### config.mk
export PLATFORM = sky130hd
export DESIGN_NAME = gpio_bus_master
export DESIGN_NICKNAME = d
export VERILOG_FILES = /design/src/rtl/gpio_bus_master.sv
export SDC_FILE = /design/constraint.sdc
export NUM_CORES = 1
export LEC_CHECK = 0
export BUFFER_PORTS_ARGS = -buffer_cell sky130_fd_sc_hd__buf_2
export CORE_MARGIN = 2
export CORE_UTILIZATION = 40
export DETAILED_ROUTE_END_ITERATION = 16
export PLACE_DENSITY = 0.62
export SETUP_SLACK_MARGIN = 0.1
export SYNTH_ARGS = -nofsm -noshare
export SYNTH_HDL_FRONTEND = slang
export SYNTH_SLANG_ARGS = --single-unit
### constraint.sdc
create_clock -name clk -period 9.3 [get_ports clk]
set_clock_uncertainty 0.2 [all_clocks]
set_input_delay 0.465 -clock clk [delete_from_list [all_inputs] [get_ports clk]]
set_output_delay 0.465 -clock clk [all_outputs]
set_load 0.01 [all_outputs]
### src/rtl/gpio_bus_master.sv
// Command-driven initiator for the single-cycle GPIO peripheral bus: queued
// write/read/poll commands, each answered by exactly one response.
module gpio_bus_master #(
  parameter int ADDR_W     = 4,
  parameter int DATA_W     = 32,
  parameter int FIFO_DEPTH = 4,
  parameter int POLL_MAX   = 255
) (
  input  logic              clk,
  input  logic              resetn,
  input  logic              cmd_valid,
  output logic              cmd_ready,
  input  logic [1:0]        cmd_op,
  input  logic [ADDR_W-1:0] cmd_addr,
  input  logic [DATA_W-1:0] cmd_wdata,
  input  logic [DATA_W-1:0] cmd_mask,
  output logic              rsp_valid,
  input  logic              rsp_ready,
  output logic [DATA_W-1:0] rsp_rdata,
  output logic [1:0]        rsp_status,
  output logic              o_sel,
  output logic              o_we,
  output logic [ADDR_W-1:0] o_addr,
  output logic [DATA_W-1:0] o_wdata,
  input  logic [DATA_W-1:0] i_rdata,
  output logic              busy
);

  localparam int PTR_W = $clog2(FIFO_DEPTH);
  localparam int CNT_W = $clog2(POLL_MAX + 1);

  localparam logic [1:0] OP_WR   = 2'b00;
  localparam logic [1:0] OP_RD   = 2'b01;
  localparam logic [1:0] OP_POLL = 2'b10;
  localparam logic [1:0] OP_ILL  = 2'b11;

  localparam logic [1:0] ST_OK  = 2'b00;
  localparam logic [1:0] ST_TO  = 2'b01;
  localparam logic [1:0] ST_ILL = 2'b10;

  typedef enum logic [1:0] {IDLE, ACCESS, GAP, RESP} state_t;

  function automatic logic poll_match(input logic [DATA_W-1:0] sample,
                                      input logic [DATA_W-1:0] value,
                                      input logic [DATA_W-1:0] mask);
    return (sample & mask) == (value & mask);
  endfunction

  // Command FIFO; pointers carry one extra wrap bit to tell full from empty
  logic [1:0]        fifo_op    [FIFO_DEPTH];
  logic [ADDR_W-1:0] fifo_addr  [FIFO_DEPTH];
  logic [DATA_W-1:0] fifo_wdata [FIFO_DEPTH];
  logic [DATA_W-1:0] fifo_mask  [FIFO_DEPTH];
  logic [PTR_W:0]    wr_ptr, rd_ptr;
  logic              full, empty, push, pop;

  state_t            state_q, state_d;
  logic [1:0]        op_q;
  logic [ADDR_W-1:0] addr_q;
  logic [DATA_W-1:0] wdata_q, mask_q, rdata_q;
  logic [1:0]        status_q;
  logic [CNT_W-1:0]  poll_cnt, cnt_nxt;
  logic              hit;

  assign full  = (wr_ptr[PTR_W] != rd_ptr[PTR_W]) &&
                 (wr_ptr[PTR_W-1:0] == rd_ptr[PTR_W-1:0]);
  assign empty = (wr_ptr == rd_ptr);
  assign cmd_ready = resetn && !full;
  assign push  = cmd_valid && cmd_ready;
  assign pop   = (state_q == IDLE) && !empty;
  assign busy  = (state_q != IDLE) || !empty;

  assign cnt_nxt = poll_cnt + 1'b1;
  assign hit     = poll_match(i_rdata, wdata_q, mask_q);

  always_ff @(posedge clk) begin
    if (push) begin
      fifo_op[wr_ptr[PTR_W-1:0]]    <= cmd_op;
      fifo_addr[wr_ptr[PTR_W-1:0]]  <= cmd_addr;
      fifo_wdata[wr_ptr[PTR_W-1:0]] <= cmd_wdata;
      fifo_mask[wr_ptr[PTR_W-1:0]]  <= cmd_mask;
    end
  end

  always_ff @(posedge clk) begin
    if (!resetn) begin
      wr_ptr <= '0;
      rd_ptr <= '0;
    end else begin
      if (push) wr_ptr <= wr_ptr + 1'b1;
      if (pop)  rd_ptr <= rd_ptr + 1'b1;
    end
  end

  always_ff @(posedge clk) begin
    if (!resetn) state_q <= IDLE;
    else         state_q <= state_d;
  end

  always_comb begin
    state_d    = state_q;
    o_sel      = 1'b0;
    o_we       = 1'b0;
    o_addr     = '0;
    o_wdata    = '0;
    rsp_valid  = 1'b0;
    rsp_rdata  = '0;
    rsp_status = '0;
    case (state_q)
      IDLE: begin
        if (!empty)
          state_d = (fifo_op[rd_ptr[PTR_W-1:0]] == OP_ILL) ? RESP : ACCESS;
      end
      ACCESS: begin
        o_sel   = 1'b1;
        o_addr  = addr_q;
        o_we    = (op_q == OP_WR);
        o_wdata = (op_q == OP_WR) ? wdata_q : '0;
        if (op_q == OP_POLL && !hit && cnt_nxt != CNT_W'(POLL_MAX))
          state_d = GAP;
        else
          state_d = RESP;
      end
      GAP: state_d = ACCESS;
      RESP: begin
        rsp_valid  = 1'b1;
        rsp_rdata  = rdata_q;
        rsp_status = status_q;
        if (rsp_ready) state_d = IDLE;
      end
      default: state_d = IDLE;
    endcase
  end

  // Working registers: loaded on pop, result captured at the end of ACCESS
  always_ff @(posedge clk) begin
    if (!resetn) begin
      op_q     <= OP_WR;
      addr_q   <= '0;
      wdata_q  <= '0;
      mask_q   <= '0;
      rdata_q  <= '0;
      status_q <= ST_OK;
      poll_cnt <= '0;
    end else begin
      case (state_q)
        IDLE: begin
          if (pop) begin
            op_q     <= fifo_op[rd_ptr[PTR_W-1:0]];
            addr_q   <= fifo_addr[rd_ptr[PTR_W-1:0]];
            wdata_q  <= fifo_wdata[rd_ptr[PTR_W-1:0]];
            mask_q   <= fifo_mask[rd_ptr[PTR_W-1:0]];
            rdata_q  <= '0;
            poll_cnt <= '0;
            status_q <= (fifo_op[rd_ptr[PTR_W-1:0]] == OP_ILL) ? ST_ILL : ST_OK;
          end
        end
        ACCESS: begin
          if (op_q == OP_RD || op_q == OP_POLL) rdata_q <= i_rdata;
          if (op_q == OP_POLL) begin
            poll_cnt <= cnt_nxt;
            if (!hit && cnt_nxt == CNT_W'(POLL_MAX)) status_q <= ST_TO;
          end
        end
        default: ;
      endcase
    end
  end

endmodule
### Word level (Yosys, flattened, before mapping)

Memory sizes are Yosys's and may differ from the RTL's. A register that Yosys moved wholly into a read port is not among the register bits.
Cells that the tools add are included.
W data, S select, Z words.

* add/subtract/negate cells: 3
* equality and inequality tests: 18
* reduce and logical (&&, ||, !) cells: 24
* bitwise logic cells: 2
* muxes and demuxes: 28

Operator list (number)
* $mux W32: 5
* $and A32 B32 Y32: 2
* $pmux W32 S2: 1
* $eq A32 B32 Y1: 1
* $mux W2: 10
* $mux W8: 2
* $pmux W8 S2: 1
* $ne A2 B2 Y1 const B: 6
* $add A8 B1 Y8 const B: 1
* $eq A2 B2 Y1 const B: 4
* $eq A8 B8 Y1 const B: 1
* $ne A8 B8 Y1 const B: 1
* $pmux W2 S4: 1
* $logic_and A1 B1 Y1: 7
* $add A3 B1 Y3 const B: 2
* $logic_not A1 Y1: 6
* $mux W1: 6
* $reduce_and A3 Y1: 2
* $eq A2 B1 Y1 const B: 2
* $logic_not A2 Y1: 2
* $mux W4: 1
* $pmux W2 S2: 1
* $reduce_and A2 Y1: 2
* $reduce_and A4 Y1: 1
* 5 further kinds: 7

* RAM bits: 280
* output and inout bits: 75
* memories: 4
* word-level logic and storage cells: 86
* bits in registers: 52
* input port bits: 106

Memories
* fifo_mask: words 4, width 32, rd ports 1, clocked after Yosys merged registers in 1, wr ports 1, RTL line 53 `logic [DATA_W-1:0] fifo_mask [FIFO_DEPTH];`
* fifo_wdata: words 4, width 32, rd ports 1, clocked after Yosys merged registers in 1, wr ports 1, RTL line 52 `logic [DATA_W-1:0] fifo_wdata [FIFO_DEPTH];`
* fifo_addr: words 4, width 4, rd ports 1, clocked after Yosys merged registers in 1, wr ports 1, RTL line 51 `logic [ADDR_W-1:0] fifo_addr [FIFO_DEPTH];`
* fifo_op: words 4, width 2, rd ports 1, clocked after Yosys merged registers in 1, wr ports 1, RTL line 50 `logic [1:0] fifo_op [FIFO_DEPTH];`

### Depth between registers and ports, before layout

Gate-level depths: netlist of the first run.

* depth in word-level cells: 7
* mapped depth: 8
* depth with buffers taken out: 7

### Worst setup path before layout of the first run

OpenSTA, ideal clock, no wires.

* path kind: reg-to-reg
* start point: register rd_ptr[1]
* end point: memory fifo_addr[3][0] (enable)
* path buffers: 1
* setup slack: 5784 ps
* library setup time: 438 ps
* period minus slack after synthesis: 3516 ps
* arrival: 2879 ps
* data required time: 8662 ps
* cell stages (with the launch flop): 5
* cell sequence: dfxtp_1 -> buf_2 -> xnor2_1 -> a31oi_1 -> and3_1

* longest elaborated chain between the ends: 7

Ends and longest elaborated chain
* start, declared: RTL line 54 `logic [PTR_W:0] wr_ptr, rd_ptr;`
* start signal, assigned: RTL line 91 `if (pop) rd_ptr <= rd_ptr + 1'b1;`
* $eq A2 B2 Y1: RTL line 66 `(wr_ptr[PTR_W-1:0] == rd_ptr[PTR_W-1:0]);`
* $logic_and A1 B1 Y1: RTL line 65 `assign full = (wr_ptr[PTR_W] != rd_ptr[PTR_W]) &&`
* $logic_not A1 Y1: RTL line 68 `assign cmd_ready = resetn && !full;`
* $logic_and A1 B1 Y1: RTL line 68
* net cmd_ready: RTL line 12 `output logic cmd_ready,`
* $logic_and A1 B1 Y1: RTL line 69 `assign push = cmd_valid && cmd_ready;`
* $mux W1: RTL line 77 `if (push) begin`
* $mux W1 (implied by the code): RTL line 79 `fifo_addr[wr_ptr[PTR_W-1:0]] <= cmd_addr;`
* end, declared: RTL line 51

The timed path passes the listed nets, and every way through them passes these cells.

### Worst setup path in the final report of the first run

* start point: register state_q[0]
* end point: output o_wdata[13]

* longest elaborated chain between the ends: 2

Ends and longest elaborated chain
* start, declared: RTL line 57 `state_t state_q, state_d;`
* start signal, assigned: RTL line 97 `else state_q <= state_d;`
* $eq A2 B1 Y1: RTL line 109 `case (state_q)`
* $mux W32: RTL line 109
* end, declared: RTL line 24 `output logic [DATA_W-1:0] o_wdata,`

No other way between the ends.

==> summary.md, run 1 <==
| Metric | Value |
|---|---|
| Gpl congestion | `0.8330` |
| Die width | `201.8 um` |
| Period utilization | `0.3825` |
| Final antenna-violating net count | `0` |
| Post-synthesis cell count | `1,085` |
| CTS Sinks | `402` |
| Clock root buffer | `clkbuf_16` |
| GR Overflow Total | `0` |
| Synth cell types | `38` |
| Via Count | `9,923` |
| Critical Path Start Type | `flip-flop` |
| # DRC | `0` |
| First-pass detailed-route iteration total | `6` |
| I/O Buffers | `180` |
| NetSw | `1.496 mW` |
| Combinational power share | `0.224` |
| Internal | `3.412 mW` |
| Leak pwr | `6.927 nW` |
| Type of the worst setup path | `reg2out` |
| # rows | `72` |
| WP data required | `8.64 ns` |
| Status | `finished, final reports clean` |
| DIE AREA | `40,710 um2` |
| EDFF count, synth | `280` |
| Setup Fix Bufs, Post-CTS | `0` |
| Slowest cell delay on critical path | `0.58 ns` |
| Vias/cell | `5.306` |
| Final Hold Slack | `0.02396 ns` |
| IO Count | `181` |
| Number of global-route vias before repair | `9,865` |
| Antenna violations before repair | `1` |
| Seq cells post-synth | `402` |
| Fill cell count | `3,382` |
| Crit-path slowest cell | `nor2b_4` |
| Slew margin rel. | `0.1980` |
| Die Y | `201.8 um` |
| Total wire length | `39,410 um` |
| Layout cells sized above 1 | `0.2493` |
| Mean routed wirelength per cell | `21.07 um` |
| Sw Ratio | `0.3048` |
| Peak supply drop | `213.3 uV` |
| NumNets Final | `1,435` |
| Cell area after synthesis | `15,640 um2` |
| Cell Chain, Critical Path | `buf_4 -> nor2b_4 -> buf_4 -> and3_1 -> buf_2` |
| Register area share after synthesis | `0.6936` |
| Asr flop ratio synth | `0` |
| Clk Latency, worst-skew pair | `0.53 ns` |
| Post-route setup TNS | `0 ns` |
| Worst-path clk slew | `0.06 ns` |
| CTS H-Tree Depth | `2` |
| Seq pwr share | `0.452` |
| DR iter-0 viols | `881` |
| Area Overhead vs Synth | `21.75%` |
| Crit-path max FO | `52` |
| Crit. End Element | `output port` |
| CP Data Arrival Time | `2.89 ns` |
| CP most frequent cell | `buf_4` |
| Main synth FF type | `edfxtp_1` |
| Initial Util | `0.4048` |
| Clock Power Share | `0.324` |
| Setup violations, final | `0` |
| CTS tree | `built` |
| Largest net degree at the start of global routing | `91` |
| Final Critical Period | `3.558 ns` |
| ANT cells | `0` |
| Total track usage | `0.1927` |
| Avg Cell Area, Syn | `14.42 um2` |
| RSZ-0062 raised after global routing | `false` |
| Pins over their slew limit | `0` |
| Yosys warnings | `0` |
| Mapped Nets | `1,200` |
| Max-cap violations | `0` |
| Max frequency | `281.1 MHz` |
| Core ar. | `38,650 um2` |
| First-pass GRT wire length | `59,400 um` |
| Hold Fails Final Rpt | `0` |
| Worst Tran Pin Value | `1.203 ns` |
| CTS Buffer Depth | `3` |
| Worst hold path class | `in2reg` |
| PD cells | `257.7 nW/um2` |
| Total CTS buffers | `41` |
| DP HPWL | `25,050 um` |
[cells in the mapped netlist (2+ instances only)]
cell	instances	area, um2
a21oi_1	111	555.5
a22oi_1	16	120.1
a31oi_1	3	18.77
a41o_1	2	20.02
and2_1	7	43.79
and3_1	72	450.4
buf_2	28	140.1
buf_4	3	22.52
clkbuf_1	39	146.4
dfxtp_1	122	2442
edfxtp_1	280	8408
ha_1	9	112.6
inv_1	9	33.78
mux4_2	70	1577
nand2_1	185	694.4
nand3_1	40	200.2
nand4_1	4	25.02
nor2_1	13	48.80
nor3_1	4	20.02
o2111ai_1	2	17.52
o21a_1	2	15.01
o21ai_0	5	25.02
or3_1	4	25.02
xnor2_1	8	70.07
xor2_1	34	297.8
[cells in the final DEF, fill, tap and decap left out, types with 10 or more instances in the layout]
cell,count
edfxtp_1,280
nand2_1,185
buf_2,180
dfxtp_1,119
a21oi_1,110
mux4_2,70
dlygate4sd3_1,70
and3_1,68
clkbuf_16,43
nand3_1,40
xor2_1,34
a22oi_1,16
nor2_1,13
buf_4,13
clkbuf_1,10
clkinv_2,10
[per-layer routing]
metal / share of wire / vias up / track usage
met2: 0.47 / 395 / 0.3091
li1: - / 4514 / -
met5: 0.00033 / - / 0
met4: 0.025 / 2 / 0.05436
met1: 0.43 / 4946 / 0.2724
met3: 0.074 / 66 / 0.03207
[path summary, 6_finish.rpt]
path                                               start                        to  slack [ns]  cells after the start
worst max register to register    rd_ptr[0]$_SDFFE_PN0P_  rdata_q[27]$_SDFFE_PN0P_        5.75                      6
worst min register to register  rdata_q[24]$_SDFFE_PN0P_  rdata_q[24]$_SDFFE_PN0P_        0.24                      2
worst min-delay path                          i_rdata[8]   rdata_q[8]$_SDFFE_PN0P_        0.02                      3
worst max-delay path             state_q[0]$_SDFFE_PN0P_               o_wdata[13]        5.74                      5
[cell families (layout without fill, tap and decap cells)]
family,after synthesis,count (layout),synth area share
buf+inv,80,347,0.02215
mux,70,70,0.1008
fa+ha+maj,9,9,0.007198
flops,402,402,0.6936
xor+xnor,42,42,0.02351
simple gates,333,333,0.09806
compound gates,149,149,0.05471
[final cells by class]
cell class	count	area, um2	share of cell area
flip-flops and latches	402	10860	0.5701
multi-input cells	603	4504	0.2365
repair buffers	263	1699	0.08921
clock buffers	56	1155	0.06063
well taps	518	648.1	0.03403
clock inverters	19	145.1	0.007620
inverters	9	36.28	0.001905
[critical path: cells and delay by family, from the launching register on]
kind	cells	cell delay (ns)
buffers and inverters	3	1.11
flip-flops	1	0.30
AND/OR/NAND/NOR	2	0.92
[through the flow]
stage,setup slack [ns],util,std cells,power (mW),instance area [um2]
global route,5.461,0.4928,1870,5.132,19050
floorplan,5.784,-,1085,2.961,15640
detailed placement,5.657,0.4411,1725,3.341,17050
CTS,5.656,0.4928,1870,4.946,19050
global placement,5.728,0.4411,1725,3.321,17050
finish,5.742,0.4928,1870,4.908,19050
[flip-flops by register name, summed over array words and instances (netlist names), named ones only]
register / cells
addr_q: 4
fifo_addr: 16
fifo_mask: 128
fifo_op: 8
fifo_wdata: 128
mask_q: 32
op_q: 2
poll_cnt: 8
rd_ptr: 3
rdata_q: 32
state_q: 2
status_q: 2
wdata_q: 32
wr_ptr: 3
[timing repair]
action                                 in CTS  in global routing
hold buffers                               70                  0
endpoints found under the hold margin     280                  0
resized for setup                           0                  0
[power groups by stage]
stage                     clock network [mW]  logic (mW)  registers, mW
after floorplan                            0       0.788           2.17
after global placement                     0        1.07           2.25
after detailed placement                   0        1.08           2.26
after CTS                               1.61        1.11           2.22
after global routing                    1.69        1.20           2.24
final                                   1.59        1.10           2.22
Note: power is estimated with default switching activity, not from simulation.
==> inputs of run 2 (changes only) <==
- PLACE_DENSITY: 0.62 -> 0.64
- clock period: 9.3 -> 3.2 ns (I/O delays scaled with it)
==> summary.md, run 2 (synthesis results as in run 1) <==
| Metric | Value |
|---|---|
| Post-route setup TNS | `0 ns (unchanged)` |
| Largest net degree at the start of global routing | `87 (-4.4%)` |
| RSZ-0062 raised after global routing | `false` |
| Area after DPL | `17,210 um2 (+0.95%)` |
| Die width | `201.8 um (unchanged)` |
| Final worst slack | `0.2677 ns (-5.475 ns)` |
| Setup violations, final | `0 (unchanged)` |
| Max frequency | `341.0 MHz` |
| Min-Delay Path Depth | `2 (-1)` |
| Setup Fix Bufs, Post-CTS | `0 (unchanged)` |
| Clk Latency, worst-skew pair | `0.52 ns (about the same)` |
| Final Critical Period | `2.932 ns` |
| Core ar. | `38,650 um2 (unchanged)` |
| Antenna violations before repair | `4 (+3)` |
| CTS Buffer Depth | `3 (unchanged)` |
| Total wire length | `41,160 um (+4.4%)` |
| Initial Util | `0.4048 (unchanged)` |
| Number of global-route vias before repair | `10,250 (+3.9%)` |
| Leak pwr | `7.211 nW (+4.1%)` |
| Layout cells sized above 1 | `0.2507 (+0.001448)` |
| Total track usage | `0.2004 (+0.007739)` |
| Most frequent cells in the layout | `edfxtp_1 (280), nand2_1 (185), buf_2 (180)` |
| Total CTS buffers | `42 (+2.4%)` |
| Crit. End Element | `flip-flop` |
| R2R cell count | `7 (+1)` |
| Commonest non-fill, non-tap cell in the layout | `edfxtp_1` |
| First-pass detailed-route iteration total | `6 (unchanged)` |
| CTS H-Tree Depth | `2 (unchanged)` |
| Clock root buffer | `clkbuf_16` |
| Status | `finished, final reports clean` |
| PD cells | `743.5 nW/um2 (+190%)` |
| Type of the worst setup path | `reg2reg` |
| Slew margin rel. | `0.2879 (+0.08995)` |
| Area Overhead vs Synth | `25.73%` |
| Mean routed wirelength per cell | `21.30 um (+1.1%)` |
| Peak supply drop | `468.9 uV (+120%)` |
| IO Count | `181 (unchanged)` |
| Gpl congestion | `0.8168 (-1.9%)` |
| Worst hold path class | `in2reg` |
| Via Count | `10,200 (+2.8%)` |
| # rows | `72 (unchanged)` |
| DR iter-0 viols | `812 (-7.8%)` |
| # DRC | `0 (unchanged)` |
| GR Overflow Total | `0 (unchanged)` |
| Period utilization | `0.9164` |
| Vias/cell | `5.278 (-0.53%)` |
| CTS tree | `built` |
| I/O Buffers | `180 (unchanged)` |
| Setup WS pre-CTS | `0.6652 ns (-4.992 ns)` |
| Crit-path max FO | `20 (-62%)` |
| Pins over their slew limit | `0 (unchanged)` |
| CP Data Arrival Time | `3.20 ns (+0.31 ns)` |
| Non-filler cells in the finished layout | `1,932 (+3.3%)` |
| Worst-path clk slew | `0.06 ns (about the same)` |
| Critical Path Start Type | `flip-flop` |
| WP data required | `3.47 ns (-5.17 ns)` |
| Design area | `19,670 um2 (+3.3%)` |
| Final antenna-violating net count | `0 (unchanged)` |
| CTS Hold Bufs | `113 (+61%)` |
| Hold Fails Final Rpt | `0 (unchanged)` |
| CTS Sinks | `402 (unchanged)` |
| Max-cap violations | `0 (unchanged)` |
| Cell count after placement | `1,740 (+0.87%)` |
| First-pass GRT wire length | `61,850 um (+4.1%)` |
| DIE AREA | `40,710 um2 (unchanged)` |
| Worst Tran Pin Value | `1.068 ns (-0.1349 ns)` |
| CTS-repair resized insts | `0 (unchanged)` |
| NumNets Final | `1,494 (+4.1%)` |
| Die Y | `201.8 um (unchanged)` |
| DP HPWL | `26,020 um (+3.9%)` |
| Fill cell count | `3,320 (-1.8%)` |
-- run 2: cell types whose count changed in the layout (fill, tap and decap cells not counted) --
cell,before,now
clkinv_1,5,4
clkbuf_4,0,1
dlygate4sd3_1,70,113
clkbuf_16,43,44
buf_12,0,4
clkbuf_2,0,1
clkbuf_8,3,4
clkinvlp_4,1,4
clkbuf_1,10,11
diode_2,0,2
buf_4,13,24
clkinv_2,10,6
bufinv_16,2,1
-- run 2: routing by layer --
layer / vias up / global-route usage / part of all wire
li1: 4641 / - / -
met1: 5128 / 0.2698 / 0.42
met2: 373 / 0.3347 / 0.49
met3: 52 / 0.04389 / 0.072
met4: 4 / 0.04438 / 0.017
met5: - / 0 / 0.00066
-- run 2: path summary, 6_finish.rpt --
kind / startpoint / slack, ns / end
setup / recovery: wr_ptr[0]$_SDFFE_PN0P_ / 0.27 / rdata_q[8]$_SDFFE_PN0P_
hold / removal: cmd_wdata[25] / 0.18 / fifo_wdata[3][25]$_DFFE_PP_
setup reg to reg: wr_ptr[0]$_SDFFE_PN0P_ / 0.27 / rdata_q[8]$_SDFFE_PN0P_
hold reg to reg: rdata_q[27]$_SDFFE_PN0P_ / 0.25 / rdata_q[27]$_SDFFE_PN0P_
-- run 2: worst max-delay path, stage by stage (launching register included) --
cell	delay (ns)
dfxtp_1	0.40
xnor2_1	0.18
a311o_2	0.45
nand2_2	0.50
buf_4	0.28
nand3_1	0.09
a21oi_1	0.19
dlygate4sd3_1	0.57
-- run 2: final cells by class --
class                   instances  area (um2)  area share
flip-flops and latches        402       10860      0.5521
inverters                       9       36.28    0.001845
repair buffers                321        2292      0.1165
clock buffers                  61        1210     0.06151
diodes                          2       5.005   0.0002545
clock inverters                16       113.9    0.005789
multi-input cells             603        4504      0.2290
well taps                     518       648.1     0.03295
-- run 2: metrics by stage --
| stage | hold WS [ns] | util | power [mW] |
|---|---|---|---|
| 2_1_floorplan | 0.05887 | - | 8.600 |
| 3_3_place_gp | 0.1746 | 0.4453 | 9.901 |
| 3_5_place_dp | 0.1771 | 0.4453 | 9.954 |
| 4_1_cts | 0.1677 | 0.5088 | 14.73 |
| 5_1_grt | 0.1864 | 0.5089 | 15.26 |
| 6_report | 0.1824 | 0.5089 | 14.62 |
-- run 2: power by group --
part	internal [mW]	switching (mW)
logic	1.35	2.25
clock network	2.71	1.93
registers	6.03	0.348
==> inputs of run 3 (changes only) <==
- CORE_MARGIN: 2 -> 5
- PLACE_DENSITY: 0.64 -> 0.62
- clock period: 3.2 -> 2.7 ns (I/O delays scaled with it)
==> summary.md, run 3 (synthesis results as in run 1) <==
| Metric | Value |
|---|---|
| Status | `finished, final reports clean` |
| Worst hold path class | `in2reg` |
| Area after DPL | `17,270 um2 (+0.33%)` |
| IO Count | `181 (unchanged)` |
| CTS H-Tree Depth | `2 (unchanged)` |
| Layout cells sized above 1 | `0.2537 (+0.003023)` |
| Total track usage | `0.1868 (-0.01366)` |
| Hold Fails Final Rpt | `0 (unchanged)` |
| Crit-path slowest cell | `dfxtp_1` |
| Die width | `207.8 um (+3.0%)` |
| DR iter-0 viols | `787 (-3.1%)` |
| Core ar. | `38,650 um2 (unchanged)` |
| Period utilization | `0.9177` |
| Crit-path max FO | `48 (+140%)` |
| PD cells | `876.8 nW/um2 (+18%)` |
| Setup Fix Bufs, Post-CTS | `0 (unchanged)` |
| Critical Path Start Type | `flip-flop` |
| Worst-path clk slew | `0.06 ns (about the same)` |
| Total wire length | `41,430 um (+0.65%)` |
| Gpl congestion | `0.7977 (-2.3%)` |
| Final antenna-violating net count | `0 (unchanged)` |
| Via Count | `10,110 (-0.89%)` |
| Crit path max-delay family | `simple AND/OR/NAND/NOR gates` |
| # DRC | `0 (unchanged)` |
| Area Overhead vs Synth | `25.80% (about the same)` |
| DIE AREA | `43,160 um2 (+6.0%)` |
| # rows | `72 (unchanged)` |
| First-pass detailed-route iteration total | `7 (+1)` |
| Type of the worst setup path | `reg2out` |
| CTS Buffer Depth | `3 (unchanged)` |
| Max frequency | `403.6 MHz` |
| GR Overflow Total | `0 (unchanged)` |
| Total CTS buffers | `42 (unchanged)` |
| Post-route setup TNS | `0 ns (unchanged)` |
| Die Y | `207.8 um (+3.0%)` |
| Slew margin rel. | `0.2589 (-0.02903)` |
| Most frequent cells in the layout | `edfxtp_1 (280), nand2_1 (185), buf_2 (180)` |
| Clock root buffer | `clkbuf_16` |
| Number of global-route vias before repair | `10,170 (-0.77%)` |
| Crit path buf inv count | `2 (unchanged)` |
| First-pass GRT wire length | `62,820 um (+1.6%)` |
| Pins over their slew limit | `0 (unchanged)` |
| DP HPWL | `26,460 um (+1.7%)` |
| CTS Sinks | `402 (unchanged)` |
| Worst Tran Pin Value | `1.112 ns (+0.04355 ns)` |
| WP data required | `2.37 ns (-1.10 ns)` |
| Largest net degree at the start of global routing | `71 (-18%)` |
| Setup violations, final | `0 (unchanged)` |
| Final Critical Period | `2.478 ns` |
| Clk Latency, worst-skew pair | `0.56 ns (+0.04 ns)` |
| Vias/cell | `5.248 (-0.58%)` |
| Slowest cell delay on critical path | `0.46 ns (-0.11 ns)` |
| Antenna violations before repair | `2 (-2)` |
| Mean routed wirelength per cell | `21.51 um (+0.96%)` |
| RSZ-0062 raised after global routing | `false` |
| Cell Chain, Critical Path | `nor2b_4 -> buf_6 -> and3_1 -> buf_2` |
| Max-cap violations | `0 (unchanged)` |
| NumNets Final | `1,489 (-0.33%)` |
| Final Hold Slack | `0.1379 ns (-0.04445 ns)` |
| I/O Buffers | `180 (unchanged)` |
| Leak pwr | `7.205 nW (about the same)` |
| Design Power | `17.26 mW (+18%)` |
| Peak supply drop | `603.7 uV (+29%)` |
| Crit. End Element | `output port` |
| Fill cell count | `3,286 (-1.0%)` |
| CTS tree | `built` |
| Initial Util | `0.4048 (unchanged)` |
| Commonest non-fill, non-tap cell in the layout | `edfxtp_1` |
| CP Data Arrival Time | `2.14 ns (-1.06 ns)` |
| Design area | `19,680 um2 (about the same)` |
run 3: changes by cell type in the layout (fill, tap and decap cells not counted), sizes merged, moves of 3 or more:
cell / previous run / this run
clkinvlp: 4 / 1
clkbuf: 61 / 56
clkinv: 10 / 19
dlygate4sd3: 113 / 107
run 3: cell type report:
cell class,count,area [um2],share of cell area
Sequential cell,402,10860,0.5518
Clock buffer,56,1175,0.05970
Inverter,9,36.28,0.001844
Clock inverter,21,146.4,0.007438
Tap cell,518,648.1,0.03293
Timing Repair Buffer,316,2293,0.1165
Multi-Input combinational cell,603,4519,0.2296
Antenna cell,1,2.502,0.0001272
run 3: metal layers:
metal | part of all wire | global-route usage
met5 | 0.00017 | 0
met4 | 0.024 | 0.04530
met3 | 0.071 | 0.04035
met1 | 0.43 | 0.2607
met2 | 0.48 | 0.3022
run 3: where the power goes:
part	switching, mW	internal, mW	total, mW
Combinational	2.57	1.63	4.20
Sequential	0.410	7.14	7.55
Clock	2.34	3.16	5.50
Total	5.32	11.9	17.3
run 3: path summary, 6_finish.rpt:
check	start	endpoint	slack (ns)	cells after the start
setup / recovery	state_q[0]$_SDFFE_PN0P_	o_wdata[31]	0.22	4
hold / removal	cmd_wdata[20]	fifo_wdata[3][20]$_DFFE_PP_	0.14	2
setup reg to reg	wr_ptr[1]$_SDFFE_PN0P_	wr_ptr[1]$_SDFFE_PN0P_	0.25	7
hold reg to reg	rdata_q[14]$_SDFFE_PN0P_	rdata_q[14]$_SDFFE_PN0P_	0.25	2
run 3: repair_timing:
action                                  in CTS  in global routing
gates resized for setup                      0                  3
endpoints found under the hold margin      318                  0
hold buffers                               107                  0
endpoints found under the setup margin       0                 20
run 3: per-stage QoR:
step | setup slack [ns] | cells | util
5_1_grt | 0.1163 | 1926 | 0.5092
4_1_cts | 0.1157 | 1925 | 0.5087
2_1_floorplan | -0.02764 | 1085 | -
3_3_place_gp | 0.4666 | 1741 | 0.4468
3_5_place_dp | 0.3763 | 1741 | 0.4468
6_report | 0.2221 | 1926 | 0.5092
